<file path="src/rtl/clk_div_pkg.sv">
// Shared constants for the clock divider bank: output modes and build defaults.
package clk_div_pkg;
  localparam logic MODE_TOGGLE = 1'b0;
  localparam logic MODE_PULSE  = 1'b1;
  localparam int   CNT_W_DEF   = 27;
  localparam int   DIV_DEF     = 99999999;
endpackage

</file>
<file path="src/rtl/clk_div_chan.sv">
// One divider channel: counter, active and pending divisor/mode, registered CLKO/TICK.
module clk_div_chan
  import clk_div_pkg::*;
#(
  parameter int               CNT_W    = CNT_W_DEF,
  parameter logic [CNT_W-1:0] DEF_DIV  = CNT_W'(DIV_DEF),
  parameter logic             DEF_MODE = MODE_TOGGLE
) (
  input  logic             CLKI,
  input  logic             RST,
  input  logic             en,
  input  logic             sync,
  input  logic             wr,
  input  logic [CNT_W-1:0] wdiv,
  input  logic             wmode,
  output logic             pend,
  output logic             clko,
  output logic             tick
);
  logic [CNT_W-1:0] cnt, div, pdiv;
  logic             mode, pmode;
  logic             term, nmode, clko_term;

  always_comb begin
    term      = (cnt == div);
    nmode     = pend ? pmode : mode;
    clko_term = (nmode == MODE_PULSE) ? 1'b1 : ~clko;
    // a mode switch lands low so the new waveform starts from a known phase
    if (pend && (pmode != mode)) clko_term = 1'b0;
  end

  always_ff @(posedge CLKI or negedge RST) begin
    if (!RST) begin
      cnt   <= '0;
      div   <= DEF_DIV;
      mode  <= DEF_MODE;
      pdiv  <= '0;
      pmode <= MODE_TOGGLE;
      pend  <= 1'b0;
      clko  <= 1'b0;
      tick  <= 1'b0;
    end else begin
      if (sync || (!en && pend)) begin
        cnt  <= '0;
        clko <= 1'b0;
        tick <= 1'b0;
        if (pend) begin
          div  <= pdiv;
          mode <= pmode;
          pend <= 1'b0;
        end
      end else if (en) begin
        if (term) begin
          cnt  <= '0;
          tick <= 1'b1;
          clko <= clko_term;
          if (pend) begin
            div  <= pdiv;
            mode <= pmode;
            pend <= 1'b0;
          end
        end else begin
          cnt  <= cnt + 1'b1;
          tick <= 1'b0;
          if (mode == MODE_PULSE) clko <= 1'b0;
        end
      end else begin
        tick <= 1'b0;
      end
      // wr only arrives while pend is clear, so it never races an apply
      if (wr && !pend) begin
        pdiv  <= wdiv;
        pmode <= wmode;
        pend  <= 1'b1;
      end
    end
  end
endmodule

</file>
<file path="src/rtl/clk_div_bank.sv">
// Bank of NCH independent clock dividers with a shared config port.
// Define CLK_DIV_SYNC_EN to add the SYNC phase-realign input.
module clk_div_bank
  import clk_div_pkg::*;
#(
  parameter int NCH      = 4,
  parameter int CNT_W    = CNT_W_DEF,
  parameter int DEF_DIV  = DIV_DEF,
  parameter bit DEF_MODE = 1'b0,
  localparam int CH_W    = (NCH > 1) ? $clog2(NCH) : 1
) (
  input  logic             CLKI,
  input  logic             RST,
`ifdef CLK_DIV_SYNC_EN
  input  logic             SYNC,
`endif
  input  logic [NCH-1:0]   EN,
  input  logic             CFG_VALID,
  output logic             CFG_READY,
  input  logic [CH_W-1:0]  CFG_CH,
  input  logic [CNT_W-1:0] CFG_DIV,
  input  logic             CFG_MODE,
  output logic [NCH-1:0]   CLKO,
  output logic [NCH-1:0]   TICK
);
  localparam int NSLOT = 1 << CH_W;

  logic [NCH-1:0]   pend, wr;
  logic [NSLOT-1:0] pend_pad;
  logic             sync;

`ifdef CLK_DIV_SYNC_EN
  assign sync = SYNC;
`else
  assign sync = 1'b0;
`endif

  // unpopulated channel indices read as free so writes to them drop silently
  for (genvar s = 0; s < NSLOT; s++) begin : g_pad
    if (s < NCH) begin : g_live
      assign pend_pad[s] = pend[s];
    end else begin : g_void
      assign pend_pad[s] = 1'b0;
    end
  end

  assign CFG_READY = ~pend_pad[CFG_CH];

  for (genvar i = 0; i < NCH; i++) begin : g_chan
    assign wr[i] = CFG_VALID && CFG_READY && (CFG_CH == CH_W'(i));

    clk_div_chan #(
      .CNT_W   (CNT_W),
      .DEF_DIV (CNT_W'(DEF_DIV)),
      .DEF_MODE(DEF_MODE)
    ) u_chan (
      .CLKI (CLKI),
      .RST  (RST),
      .en   (EN[i]),
      .sync (sync),
      .wr   (wr[i]),
      .wdiv (CFG_DIV),
      .wmode(CFG_MODE),
      .pend (pend[i]),
      .clko (CLKO[i]),
      .tick (TICK[i])
    );
  end
endmodule

</file>
<file path="config.mk">
export PLATFORM = sky130hd
export DESIGN_NAME = clk_div_bank
export DESIGN_NICKNAME = d
export VERILOG_FILES = /design/src/rtl/clk_div_pkg.sv /design/src/rtl/clk_div_chan.sv /design/src/rtl/clk_div_bank.sv
export SDC_FILE = /design/constraint.sdc
export NUM_CORES = 1
export LEC_CHECK = 0
export BUFFER_PORTS_ARGS = -buffer_cell sky130_fd_sc_hd__buf_2
export CELL_PAD_IN_SITES_DETAIL_PLACEMENT = 0
export CELL_PAD_IN_SITES_GLOBAL_PLACEMENT = 1
export CORE_MARGIN = 3
export CORE_UTILIZATION = 55
export DETAILED_ROUTE_END_ITERATION = 8
export PLACE_DENSITY_LB_ADDON = 0.1
export SLEW_MARGIN = 20
export SYNTH_ARGS = -nofsm -noshare
export SYNTH_HDL_FRONTEND = slang
export SYNTH_HIERARCHICAL = 1
export SYNTH_SLANG_ARGS = --single-unit
</file>
<file path="constraint.sdc">
create_clock -name CLKI -period 3.35 [get_ports CLKI]
set_input_delay 0.335 -clock CLKI [delete_from_list [all_inputs] [get_ports CLKI]]
set_output_delay 0.335 -clock CLKI [all_outputs]
set_load 0.01 [all_outputs]
</file>
==> flow_metrics.py <==
metrics = {
    "run_status": {
        "status": "finished clean",
    },
    "floorplan": {
        "ioPinCount": 46,
        "fp-row-count": 62,
        "die_area_sq_mm": 0.0314,
        "fp.dieH_um": 177,
        "fp.dieW_um": 177,
        "initial_core_util_pct": 56.0,
        "core-area_sq_mm": 0.0288,
    },
    "global_routing": {
        "grt_use_total_pct": 23.1,
        "grt_max_degree": 103,
        "antenna_found_initial": 0,
        "grt_pass1_vias": 9665,
        "grt-ovfl-total": 0,
        "grt_pass1_wl_um": 56300,
    },
    "final_layout": {
        "layout.nets": 1400,
        "syn_to_final_growth_pct": 12.2,
        "n_antenna_cell": 0,
        "fin_util_pct": 62.8,
        "fin_area_sq_mm": 0.0181,
        "layout-drive-gt1-share_pct": 32.1,
    },
    "timing": {
        "finalMaxSlewViolations": 0,
        "whs_ns": 0.108,
        "finalHoldViolCount": 0,
        "fmax_ghz": 0.372,
        "rsz0062_at_grt": "false",
        "timing.setup.tns_ns": 0,
        "setup_slack_ns": 0.659,
        "setup_viol": 0,
        "fin_crit_sh_pct": 80.3,
        "post-route-min-period_ns": 2.69,
        "worstMarginPinSlew_ns": 0.840,
        "relSlewSlack_pct": 44.0,
        "clock_skew_ns": 0.0113,
    },
    "worst_setup_path": {
        "cp.arrival_ns": 3.09,
        "setup.worst_path.start_class": "flop",
        "end_kind": "flop",
        "reg2reg_depth": 7,
        "crit_fanout": 28,
        "critical_path_class": "flop to flop",
        "cp.required_ns": 3.75,
    },
    "hold_path": {
        "hold_depth": 3,
        "min_path_type": "primary input to flop",
    },
    "logic_synthesis": {
        "synth_top_area_share_pct": 41.6,
        "synth.area.top_cells": "dfrtp_1, dfstp_2, mux2_2",
        "synth_cell_type_count": 43,
        "async_flop_share_pct": 100,
        "yosys_warnings": 6,
        "synth.avg_cell_area_sq_um": 12.7,
        "ys.flop_type": "dfrtp_1",
        "synth_edf_count": 0,
        "synth_cells": 1271,
        "ys_seq_area_share_pct": 54.0,
        "synthesis.area_sq_mm": 0.0161,
        "yosys.area.top_type": "dfrtp_1",
        "synth_seq_cells": 344,
    },
    "route": {
        "drt_first_pass_iters": 4,
        "drc": 0,
        "drt_iter0_markers": 569,
        "ant_nets": 0,
        "wl_per_cell_um": 19.9,
        "via_per_inst": 5.49,
        "via_count": 9737,
        "finalWirelength_um": 35200,
    },
    "clocking": {
        "cts-root-buf": "clkbuf_16",
        "clock_sinks": 344,
        "cts_resized": 0,
        "cts_made_buffers": 38,
        "postCtsSetupRepairBufs": 0,
        "clk_path_buf_depth": 3,
        "cts-htree-levels": 2,
        "worstSkewPairLatency_ns": 0.52,
        "path_clk_slew_ns": 0.06,
        "cts_tree": "built",
    },
    "pwr": {
        "p_per_area_mw_per_mm2": 705,
        "max-vdd-ir-drop_mv": 0.425,
        "p_leak_nw": 8.10,
    },
    "place": {
        "routabilityCongestion": 0.823,
        "dpl_worst_slack_ns": 0.697,
        "place_area_sq_mm": 0.0168,
        "io_buffers": 45,
        "hpwl_um": 24100,
    },
    "flow_run": {
        "maxCapViolCount": 0,
    },
}
-- cells by family (layout without fill, tap and decap cells) --
| logic type | Yosys count | in the layout | synth area share (%) |
|---|---|---|---|
| AND/OR/NAND/NOR | 372 | 372 | 12.0 |
| flip-flops | 344 | 344 | 54.0 |
| multiplexers | 233 | 233 | 18.1 |
| XOR/XNOR | 200 | 200 | 10.9 |
| buffers and inverters | 68 | 167 | 2.42 |
| AO/OA/AOI/OAI | 49 | 49 | 2.23 |
| adder cells (fa/ha/maj) | 4 | 4 | 0.310 |
| other | 1 | 20 | 0.0233 |
-- per-layer routing --
layer / GRT usage (%) / wire length (um) / up-vias
met5: 0 / 0 / -
met4: 6.15 / 753 / 0
met3: 3.26 / 1120 / 54
met2: 34.8 / 15800 / 153
met1: 35.3 / 17500 / 4931
li1: - / - / 4599
-- Yosys cell counts, types with 5 or more instances --
master	n
buf_2	12
buf_1	8
dfrtp_1	268
mux2_4	80
nor3_1	10
mux2i_1	8
o21ai_0	5
and3_1	18
o211ai_1	7
mux2_2	144
nand2b_1	7
nand4_1	54
and4_1	22
a31oi_1	5
nand3_1	37
buf_6	16
xnor2_1	94
dfstp_2	76
and2_1	15
nor2_1	120
clkbuf_1	5
a21o_1	8
or3_1	7
xor2_1	106
nor4_1	12
nand2_1	52
inv_1	27
-- power by group --
part           switching, mW  internal, mW  total [mW]
sequential             0.823          5.53        6.35
combinational          0.816          1.53        2.34
clock                   1.64          2.42        4.06
total                   3.27          9.47        12.7
-- final cells by class --
cell class | instances | area [sq um]
inverters | 27 | 101
flip-flops and latches | 344 | 8700
well taps | 384 | 480
multi-input cells | 878 | 7110
clock buffers | 63 | 1190
clock inverters | 7 | 37.5
fillers | 2294 | 10700
repair buffers | 70 | 463
-- timing repair --
action / 4_1_cts / 5_1_grt
hold buffers: 1 / 0
setup endpoints to repair: 0 / 0
hold endpoints to repair: 74 / 0
-- state kept, by name, summed over array words and instances (netlist names) --
signal,cells
g_chan.u_chan/pmode,4
g_chan.u_chan/cnt,108
g_chan.u_chan/div,108
g_chan.u_chan/clko,4
g_chan.u_chan/mode,4
g_chan.u_chan/pdiv,108
g_chan.u_chan/tick,4
g_chan.u_chan/pend,4
-- per-stage QoR --
step | instances | power (mW)
finish | 1773 | 12.7
global route | 1773 | 13.4
CTS | 1773 | 12.9
detailed placement | 1702 | 8.76
global placement | 1702 | 8.67
floorplan | 1290 | 8.04
-- cell usage in the layout (no fill, tap or decap), drive strengths merged, types with 20 or more instances in the layout --
cell type  synthesis  routed
dfrtp            268     268
mux2             224     224
nor2             120     120
xor2             106     106
xnor2             94      94
dfstp             76      76
buf               36      69
clkbuf             5      63
nand4             54      54
nand2             52      52
nand3             37      37
inv               27      27
and4              22      22
conb               1      20
-- critical path: stages (launching register included) --
cell and delay (ns):
dfstp_2 0.54, xnor2_1 0.12, nand4_1 0.11, nor4_1 0.35, nand4_1 0.50, a21o_1 0.31, buf_4 0.27, mux2_4 0.35
-- worst paths after layout --
check                      slack (ns)                       end                      from
max                              0.66  g_chan[1].u_chan/div[11]  g_chan[1].u_chan/div[24]
min                              0.11     g_chan[2].u_chan/tick                     EN[2]
max reg2reg                      0.66  g_chan[1].u_chan/div[11]  g_chan[1].u_chan/div[24]
min reg2reg                      0.50  g_chan[0].u_chan/pdiv[2]  g_chan[0].u_chan/pdiv[2]
max in group asynchronous        1.95   g_chan[2].u_chan/div[1]                       RST
min in group asynchronous        0.40     g_chan[0].u_chan/tick                       RST
(Power assumes the default switching activity.)
